### config.mk
export PLATFORM = sky130hd
export DESIGN_NAME = pd_tx_framer
export DESIGN_NICKNAME = d
export VERILOG_FILES = /design/src/rtl/pd_tx_framer.sv
export SDC_FILE = /design/constraint.sdc
export NUM_CORES = 1
export LEC_CHECK = 0
export BUFFER_PORTS_ARGS = -buffer_cell sky130_fd_sc_hd__buf_4
export CAP_MARGIN = 5
export CORE_AREA = 3 3 424 426
export CTS_BUF_LIST = sky130_fd_sc_hd__clkbuf_4 sky130_fd_sc_hd__clkbuf_8
export CTS_CLUSTER_SIZE = 12
export DETAILED_ROUTE_END_ITERATION = 8
export DIE_AREA = 0 0 427 429
export SLEW_MARGIN = 20
export SYNTH_ARGS = -nofsm -noshare
export SYNTH_HDL_FRONTEND = slang
export SYNTH_SLANG_ARGS = --single-unit
### constraint.sdc
create_clock -name clk -period 2.45 [get_ports clk]
set_input_delay 0.245 -clock clk [delete_from_list [all_inputs] [get_ports clk]]
set_output_delay 0.245 -clock clk [all_outputs]
set_load 0.01 [all_outputs]
### src/rtl/pd_tx_framer.sv
`default_nettype none
// ============================================================================
//  Module   : pd_tx_framer
//  Purpose  : Transmit framer. Wraps 64 B payload beats with STP/SDP and END,
//             pad-fills the END word and emits logical idle between packets.
//  Revision : 1.0  initial release
// ============================================================================
module pd_tx_framer #(
    parameter logic [7:0] STP_SYM = 8'hFB,
    parameter logic [7:0] SDP_SYM = 8'h5C,
    parameter logic [7:0] END_SYM = 8'hFD,
    parameter logic [7:0] PAD_SYM = 8'hF7,
    parameter logic [7:0] IDL_SYM = 8'h00
) (
    input  logic         clk,
    input  logic         rst,
    input  logic [511:0] pkt_data,
    input  logic         pkt_valid,
    output logic         pkt_ready,
    input  logic         pkt_sop,
    input  logic         pkt_eop,
    input  logic         pkt_type,
    input  logic [6:0]   pkt_bytes,
    input  logic         hld_in,
    output logic [511:0] data_out,
    output logic [63:0]  DK_out,
    output logic         out_valid,
    output logic         err
);

    typedef enum logic [1:0] {
        S_IDLE  = 2'd0,
        S_DATA  = 2'd1,
        S_FLUSH = 2'd2
    } state_t;

    state_t       r_state;
    state_t       w_state_nxt;
    logic [7:0]   r_carry;
    logic [7:0]   w_carry_nxt;
    logic         r_flush_carry;
    logic         w_flush_carry_nxt;
    logic [511:0] r_data;
    logic [511:0] w_data_nxt;
    logic [63:0]  r_dk;
    logic [63:0]  w_dk_nxt;
    logic         r_valid;
    logic         w_valid_nxt;
    logic         r_err;
    logic         w_err_nxt;

    logic         w_ready;
    logic         w_accept;
    logic         w_take;
    logic [6:0]   w_nbytes;
    logic [7:0]   w_lane0_sym;
    logic         w_lane0_k;
    logic [511:0] w_shift_data;
    logic [63:0]  w_shift_dk;
    logic [511:0] w_term_data;
    logic [63:0]  w_term_dk;
    logic [511:0] w_flush_data;
    logic [63:0]  w_flush_dk;

    assign w_ready   = rst & ~hld_in & (r_state != S_FLUSH);
    assign w_accept  = pkt_valid & w_ready;
    // A non-sop beat in IDLE is dropped; everything else is framed.
    assign w_take    = w_accept & (pkt_sop | (r_state == S_DATA));
    assign pkt_ready = w_ready;

    assign w_nbytes    = ((pkt_bytes == 7'd0) || (pkt_bytes > 7'd64)) ? 7'd64 : pkt_bytes;
    assign w_lane0_sym = (r_state == S_IDLE) ? (pkt_type ? SDP_SYM : STP_SYM) : r_carry;
    assign w_lane0_k   = (r_state == S_IDLE);

    // Payload shifts up one lane; the byte falling off the top becomes next word's lane 0.
    assign w_shift_data = {pkt_data[503:0], w_lane0_sym};
    assign w_shift_dk   = {63'd0, w_lane0_k};

    always_comb begin
        w_term_data = w_shift_data;
        w_term_dk   = w_shift_dk;
        for (int i = 1; i < 64; i++) begin
            if (7'(i) == w_nbytes + 7'd1) begin
                w_term_data[8*i +: 8] = END_SYM;
                w_term_dk[i]          = 1'b1;
            end else if (7'(i) > w_nbytes) begin
                w_term_data[8*i +: 8] = PAD_SYM;
                w_term_dk[i]          = 1'b1;
            end
        end
    end

    always_comb begin
        w_flush_data = {64{PAD_SYM}};
        w_flush_dk   = '1;
        if (r_flush_carry) begin
            w_flush_data[7:0]  = r_carry;
            w_flush_data[15:8] = END_SYM;
            w_flush_dk[0]      = 1'b0;
        end else begin
            w_flush_data[7:0]  = END_SYM;
        end
    end

    always_comb begin
        w_state_nxt       = r_state;
        w_carry_nxt       = r_carry;
        w_flush_carry_nxt = r_flush_carry;
        w_data_nxt        = '0;
        w_dk_nxt          = '0;
        w_valid_nxt       = 1'b0;
        w_err_nxt         = 1'b0;

        case (r_state)
            S_IDLE: begin
                w_data_nxt  = {64{IDL_SYM}};
                w_valid_nxt = 1'b1;
                w_err_nxt   = w_accept & ~pkt_sop;
            end
            S_DATA: begin
                w_err_nxt = w_accept & pkt_sop;
            end
            S_FLUSH: begin
                w_data_nxt  = w_flush_data;
                w_dk_nxt    = w_flush_dk;
                w_valid_nxt = 1'b1;
                w_state_nxt = S_IDLE;
            end
            default: begin
                w_state_nxt = S_IDLE;
            end
        endcase

        if (w_take) begin
            w_valid_nxt = 1'b1;
            w_carry_nxt = pkt_data[511:504];
            if (!pkt_eop) begin
                w_data_nxt  = w_shift_data;
                w_dk_nxt    = w_shift_dk;
                w_state_nxt = S_DATA;
            end else if (w_nbytes <= 7'd62) begin
                w_data_nxt  = w_term_data;
                w_dk_nxt    = w_term_dk;
                w_state_nxt = S_IDLE;
            end else begin
                // END does not fit in this word; it goes out in the FLUSH word.
                w_data_nxt        = w_shift_data;
                w_dk_nxt          = w_shift_dk;
                w_state_nxt       = S_FLUSH;
                w_flush_carry_nxt = (w_nbytes == 7'd64);
            end
        end
    end

    always_ff @(posedge clk) begin
        if (!rst) begin
            r_state       <= S_IDLE;
            r_carry       <= 8'd0;
            r_flush_carry <= 1'b0;
            r_data        <= '0;
            r_dk          <= '0;
            r_valid       <= 1'b0;
            r_err         <= 1'b0;
        end else if (!hld_in) begin
            r_state       <= w_state_nxt;
            r_carry       <= w_carry_nxt;
            r_flush_carry <= w_flush_carry_nxt;
            r_data        <= w_data_nxt;
            r_dk          <= w_dk_nxt;
            r_valid       <= w_valid_nxt;
            r_err         <= w_err_nxt;
        end
    end

    assign data_out  = r_data;
    assign DK_out    = r_dk;
    assign out_valid = r_valid;
    assign err       = r_err;

endmodule
`default_nettype wire

==> metrics.yaml, run 1 <==
sta:
  setup_viol: 0
  worst_slew_pin_slew_ns: 1.09
  fin_crit_ns: 2.45
  finalClockSkew_ns: 0.0571
  slew_headroom_pct: 27.0
  final.period_utilization_pct: 99.8
  fmax_mhz: 409
  timing.final.ws_setup_ns: 0.00407
  rsz0062_at_grt: "true"
  finalSetupTns_ns: 0
  final_max_slew_viol_count: 0
  hold_viol: 0
run:
  cap_viol_max_count: 0
cells_and_area:
  layout.nets: 5287
  area_growth_pct: 93.2
  postLayoutCoreUtil_pct: 26.2
  layout-drive-gt1-share_pct: 38.5
  final_cells: 7235
yosys:
  synthArstFlopShare_pct: 0
  synthFlopType: "dfxtp_1"
  seq_area_frac_synth_pct: 49.4
  syn_area_um2: 23900
  ys_warn_count: 0
  synth_edf_count: 0
  synth_top_area_share_pct: 49.4
  synth_cell_types: 91
  synth_commonest_cells: "dfxtp_1, a21oi_1, o21ai_0"
  syn_inst: 2882
  synth_nets: 3410
  yosysMostFrequentCell: "dfxtp_1"
  synth_area_leaders: "dfxtp_1, a21oi_1, o21ai_0, nand2_1, clkbuf_1"
  avgSynthCellArea_um2: 8.29
  yosysTopAreaCell: "dfxtp_1"
  synth_seq_cells: 589
grt:
  antenna_found_initial: 89
  grt_pass1_wl_mm: 267
  grt_overflow: 0
  grt_util_all_layers_pct: 20.9
  grt_max_degree: 134
  grt_pass1_vias: 31400
power_and_ir_drop:
  power-per-cell-area_nw_per_um2: 582
  p_switching_w: 0.00810
  cell_internal_pwr_w: 0.0187
  p_clk_share_pct: 42.2
  switching_share_pct: 30.2
  power_leakage_nw: 19.2
  p_comb_share_pct: 19.3
  irDropWorstVdd_v: 0.000426
  pwr-share-seq_pct: 38.5
clock_network:
  cts_buffers: 114
  clk_path_buf_depth: 3
  cts.sinks: 589
  cts_tree: "done"
  clock-root-buffer: "clkbuf_8"
  htreeDepth: 3
  clk_pin_slew_ns: 0.06
  clk_latency_ns: 0.87
hold_path:
  hold_depth: 5
  holdCritStartpoint: "pkt_bytes[5]"
  hold_path_class: "in -> reg"
  min_to: "data_out[449]"
detailed_routing:
  drc: 0
  routed_wl_mm: 204
  vias: 32200
  first_iter_violations: 2731
  ant_nets: 0
  first_pass_iters: 6
  vias_per_cell: 4.45
  post_drt_wl_per_cell_um: 28.2
critical_path:
  path_class: "in -> reg"
  rr_startpoint: "r_state[1]"
  rrSetupSlack_ns: 0.05
  critPathLaunchType: "primary input"
  ff2ff_path_depth: 11
  worstPathRequired_ns: 3.17
  critPathMaxFanout: 12
  rr_endpoint: "data_out[202]"
  endpoint_kind: "flip-flop"
  worstPathArrival_ns: 3.17
die:
  die_height_um: 429
  io_pins: 1105
  fp.dieW_um: 427
  start_util_pct: 13.6
  core_area_um2: 176000
  rows: 154
  die-area_um2: 183000
run_status:
  status: "finished, final reports clean"
placed_design:
  dp_hpwl_mm: 159
  port_buffers: 1104
  gp_congestion: 0.949
  dp.cells: 6444
  dpl_worst_slack_ns: -0.395
==> metrics by stage <==
| step | total power [W] | hold WS (ns) | instance area (um2) |
|---|---|---|---|
| 2_1_floorplan | 0.0119 | 0.354 | 23900 |
| 3_3_place_gp | 0.0148 | 0.439 | 37700 |
| 3_5_place_dp | 0.0148 | 0.446 | 37700 |
| 4_1_cts | 0.0271 | 0.0155 | 45600 |
| 5_1_grt | 0.0278 | 0.105 | 46100 |
| 6_report | 0.0268 | 0.170 | 46100 |
==> how the worst max path moves through the flow <==
stage / from / slack [ns] / cells after the start / to
2_1_floorplan: pkt_bytes[1] / 0.0008 / 10 / DK_out[35]
3_3_place_gp: pkt_bytes[6] / -0.35 / 10 / data_out[46]
3_5_place_dp: pkt_bytes[6] / -0.39 / 10 / data_out[40]
4_1_cts: r_state[1] / -0.05 / 11 / data_out[202]
5_1_grt: r_state[1] / -0.03 / 12 / data_out[448]
6_report: pkt_bytes[3] / 0.004 / 11 / data_out[61]
==> worst max-delay path, cell delays in order <==
cell           delay, ns
dlygate4sd3_1       0.65
buf_4               0.20
buf_4               0.18
or4_4               0.56
and3_1              0.33
buf_4               0.20
nand2_1             0.13
o31ai_1             0.18
a21oi_2             0.25
buf_12              0.16
a21oi_1             0.07
==> power by group through the flow <==
| stage | registers (W) | logic [W] | clock network, W |
|---|---|---|---|
| 5_1_grt | 0.0104 | 0.00545 | 0.0120 |
| 3_3_place_gp | 0.0105 | 0.00426 | 0 |
| 2_1_floorplan | 0.0107 | 0.00121 | 0 |
| 4_1_cts | 0.0103 | 0.00512 | 0.0117 |
| 3_5_place_dp | 0.0105 | 0.00428 | 0 |
| 6_report | 0.0103 | 0.00519 | 0.0113 |
==> area by class of cell <==
| cell class | count | area, um2 |
|---|---|---|
| Clock buffer | 159 | 2030 |
| Inverter | 25 | 104 |
| Clock inverter | 45 | 494 |
| Antenna cell | 48 | 120 |
| Fill cell | 19000 | 130000 |
| Timing Repair Buffer | 2010 | 17500 |
| Sequential cell | 589 | 11800 |
| Multi-Input combinational cell | 2019 | 11200 |
| Tap cell | 2340 | 2930 |
==> registers in the layout, summed over array words and instances, names as in the netlist <==
register and flops:
DK_out 64, data_out 512, err 1, out_valid 1, r_carry 8, r_flush_carry 1, r_state 2
==> what timing repair did <==
action	4_1_cts	5_1_grt
hold buffers	517	0
pin swaps	3	4
resized for setup	27	42
endpoints found under the hold margin	524	0
setup buffers	4	9
gates cloned	2	7
setup endpoints to repair	303	232
==> cells by family (layout without fill, tap and decap cells) <==
kind of cell / after synthesis / after routing / synth area share, %
AO/OA/AOI/OAI: 1270 / 1270 / 32.0
AND/OR/NAND/NOR: 742 / 742 / 13.6
flip-flops: 589 / 589 / 49.4
buffers and inverters: 274 / 2239 / 4.76
XOR/XNOR: 3 / 3 / 0.141
adder cells (fa/ha/maj): 2 / 2 / 0.105
multiplexers: 2 / 2 / 0.0891
other: 0 / 48 / 0
==> metal layers <==
layer  vias to the layer above  track usage (%)  share of wire, %
li1                      14200                -                 -
met1                     15700             24.6                38
met2                      1802             33.6                45
met3                       499             5.63               8.5
met4                        48             12.9               7.4
met5                         -                0              0.16
==> cell usage in the layout (no fill, tap or decap), types with 8 or more instances in the layout <==
master,netlist,layout
o211a_1,15,15
dfxtp_1,589,589
inv_1,24,23
a221oi_1,9,9
clkbuf_4,0,26
a22oi_1,24,24
buf_12,0,62
a22o_1,8,8
a31oi_1,23,23
dlygate4sd3_1,0,517
diode_2,0,48
nand2_1,416,410
nand2b_1,15,15
bufinv_16,0,8
o211ai_1,24,24
o21ai_0,472,465
or3_1,11,11
a21oi_1,492,484
a32oi_1,11,11
o221ai_1,17,17
nor2_1,170,154
nor4_1,8,8
nand3_1,25,22
buf_4,3,1407
a21oi_2,16,22
clkinv_2,0,26
and2_1,15,15
o22ai_1,16,16
nor2_2,1,13
o221a_2,59,59
nor3_1,30,27
o21ai_1,4,9
clkbuf_8,0,133
(Power assumes the default switching activity.)
==> run 2: changes to the inputs <==
--- a/config.mk
+++ b/config.mk
@@ -8,10 +8,11 @@
 export BUFFER_PORTS_ARGS = -buffer_cell sky130_fd_sc_hd__buf_4
 export CAP_MARGIN = 5
 export CORE_AREA = 3 3 424 426
-export CTS_BUF_LIST = sky130_fd_sc_hd__clkbuf_4 sky130_fd_sc_hd__clkbuf_8
+export CTS_BUF_LIST = sky130_fd_sc_hd__clkbuf_2 sky130_fd_sc_hd__clkbuf_4 sky130_fd_sc_hd__clkbuf_8
 export CTS_CLUSTER_SIZE = 12
 export DETAILED_ROUTE_END_ITERATION = 8
 export DIE_AREA = 0 0 427 429
+export PLACE_DENSITY = 0.3
 export SLEW_MARGIN = 20
 export SYNTH_ARGS = -nofsm -noshare
 export SYNTH_HDL_FRONTEND = slang
==> metrics.yaml, run 2 (same netlist as run 1, synthesis figures left out) <==
run_status:
  status: "complete, but fails checks"  # was finished, final reports clean
  violations: "setup timing"
sta:
  rsz0062_at_grt: "true"  # unchanged
  setup_viol: 3  # was 0
  worst_slew_pin_slew_ns: 1.14  # was 1.09 ns
  hold_viol: 0  # unchanged
  timing.final.ws_setup_ns: -0.0124  # was 0.00407 ns
  slew_headroom_pct: 24.0  # was 27.0%
  fin_crit_ns: 2.46  # was 2.45 ns
  finalClockSkew_ns: 0.0386  # was 0.0571 ns
  fmax_mhz: 406  # was 409 MHz
  final_max_slew_viol_count: 0  # unchanged
  final.period_utilization_pct: 101  # was 99.8%
  finalSetupTns_ns: -0.0164  # was 0 ns
power_and_ir_drop:
  power_leakage_nw: 19.4  # was 19.2 nW
  irDropWorstVdd_v: 0.000512  # was 0.000426 V
  power-per-cell-area_nw_per_um2: 584  # was 582 nW/um2
critical_path:
  crit_chain: "nand2b_4, ha_2, or4b_4, buf_12, nor3_2, o21ai_0, a21oi_1"  # was dlygate4sd3_1, buf_4, buf_4, or4_4, and3_1, buf_4, nand2_1, o31ai_1, a21oi_2, buf_12, a21oi_1
  crit_start: "r_state[1]"  # was pkt_bytes[3]
  endpoint_kind: "flip-flop"  # unchanged
  critPathTopFamily: "simple AND/OR/NAND/NOR gates"  # was buffers and inverters
  endpoint: "data_out[244]"  # was data_out[61]
  worstPathRequired_ns: 3.28  # was 3.17 ns
  critPathLaunchType: "flip-flop"  # was primary input
  crit_cells: 7  # was 11
  slowest_delay_ns: 0.64  # was 0.65 ns
  critPathMaxFanout: 5  # was 12
  path_class: "reg -> reg"  # was in -> reg
  crit_buf_inv: 1  # was 5
  rrSetupSlack_ns: -0.01  # was 0.05 ns
  worstPathArrival_ns: 3.30  # was 3.17 ns
  ff2ff_path_depth: 7  # was 11
  rr_startpoint: "r_state[1]"  # unchanged
  crit_slowest_cell: "or4b_4"  # was dlygate4sd3_1
  rr_endpoint: "data_out[244]"  # was data_out[202]
grt:
  grt_pass1_vias: 31400  # about the same
  grt_max_degree: 191  # was 134
  grt_pass1_wl_mm: 260  # was 267 mm
  use_met1_pct: 23.7  # was 24.6%
  grt_overflow: 0  # unchanged
  antenna_found_initial: 27  # was 89
  grt.busiest_layer: "met2"  # unchanged
  met2_usage_pct: 35.8  # was 33.6%
  grt_util_all_layers_pct: 20.1  # was 20.9%
  use_met3_pct: 4.35  # was 5.63%
hold_path:
  hold_path_class: "in -> reg"  # unchanged
detailed_routing:
  ant_nets: 0  # unchanged
  drc: 0  # unchanged
  routed_wl_mm: 193  # was 204 mm
  first_iter_violations: 1556  # was 2,731
  vias: 30300  # was 32,200
  first_pass_iters: 5  # was 6
  vias_per_cell: 4.17  # was 4.45
  post_drt_wl_per_cell_um: 26.6  # was 28.2 um
placed_design:
  dp.cells: 6474  # was 6,444
  gp_congestion: 0.882  # was 0.949
  placed_area_um2: 37900  # was 37,700 um2
  port_buffers: 1104  # unchanged
  dp_hpwl_mm: 149  # was 159 mm
  dpl_worst_slack_ns: -0.427  # was -0.395 ns
cells_and_area:
  largest_register_ffs: 512  # unchanged
  design_area_um2: 46500  # was 46,100 um2
  layout-drive-gt1-share_pct: 39.3  # was 38.5%
  area_growth_pct: 94.6  # was 93.2%
  layout.nets: 5340  # was 5,287
  final_common_cell: "buf_4"  # unchanged
  final_cell_mix: "buf_4, dfxtp_1, dlygate4sd3_1"  # unchanged
  final_cells: 7261  # was 7,235
  postLayoutCoreUtil_pct: 26.4  # was 26.2%
clock_network:
  cts.sinks: 589  # unchanged
  clk_latency_ns: 0.90  # was 0.87 ns
  clock-root-buffer: "clkbuf_8"  # unchanged
  cts_buffers: 131  # was 114
  clk_pin_slew_ns: 0.06  # about the same
  cts_tree: "done"  # unchanged
  clk_path_buf_depth: 3  # unchanged
  htreeDepth: 4  # was 3
die:
  start_util_pct: 13.6  # unchanged
  die-area_um2: 183000  # unchanged
  io_pins: 1105  # unchanged
  core_area_um2: 176000  # unchanged
  rows: 154  # unchanged
  fp.dieW_um: 427  # unchanged
  die_height_um: 429  # unchanged
run:
  cap_viol_max_count: 0  # unchanged
run 2: cell types whose count changed in the layout (fill, tap and decap cells not counted), sizes merged:
| cell | before | now |
|---|---|---|
| clkinvlp | 4 | 1 |
| dlygate4sd3 | 517 | 525 |
| clkbuf | 166 | 201 |
| bufinv | 8 | 2 |
| inv | 30 | 35 |
| buf | 1484 | 1516 |
| diode | 48 | 21 |
| clkinv | 28 | 12 |
| bufbuf | 2 | 0 |
run 2: layout make-up:
cell class / count / area, um2
Antenna cell: 21 / 52.6
Clock inverter: 25 / 243
Clock buffer: 196 / 2410
Inverter: 25 / 104
Sequential cell: 589 / 11800
Multi-Input combinational cell: 2019 / 11300
Timing Repair Buffer: 2046 / 17700
Fill cell: 19400 / 130000
Tap cell: 2340 / 2930
run 2: what timing repair did:
| item | in CTS | in global routing |
|---|---|---|
| endpoints found under the setup margin | 149 | 180 |
| gates resized for setup | 17 | 67 |
| pin swaps | 4 | 8 |
| cloned | 0 | 5 |
| hold buffers | 528 | 0 |
| buffers inserted | 5 | 10 |
| endpoints found under the hold margin | 526 | 0 |
run 2: where the power goes:
| group | internal [W] | switching (W) | leakage, nW |
|---|---|---|---|
| combinational | 0.00249 | 0.00258 | 13.1 |
| sequential | 0.0101 | 0.000278 | 4.84 |
| clock | 0.00651 | 0.00525 | 1.42 |
run 2: per-layer routing:
layer  vias to the layer above  routed length (um)
met1                     14700               78600
met4                         4                6830
li1                      14300                   -
met2                       979               97000
met3                       274               10500
met5                         -                  24
run 2: how the worst min path moves through the flow:
stage | from | cells past startpoint | to | slack (ns)
floorplan | pkt_data[4] | 2 | data_out[12] | 0.35
global placement | data_out[163] | 2 | data_out[163] | 0.44
detailed placement | r_carry[6] | 2 | r_carry[6] | 0.45
CTS | pkt_bytes[1] | 6 | data_out[331] | 0.004
global route | pkt_data[264] | 4 | data_out[272] | 0.05
finish | pkt_data[266] | 4 | data_out[274] | 0.13
run 2: tightest hold or removal path: stages:
cell and delay (ns):
dlygate4sd3_1 0.54, buf_4 0.10, o21ai_0 0.06, o21ai_0 0.06
run 2: through the flow:
step           hold WS (ns)  total power, W
4_1_cts             0.00422          0.0277
3_3_place_gp          0.438          0.0148
3_5_place_dp          0.448          0.0148
2_1_floorplan         0.354          0.0119
5_1_grt              0.0490          0.0285
6_report              0.135          0.0272
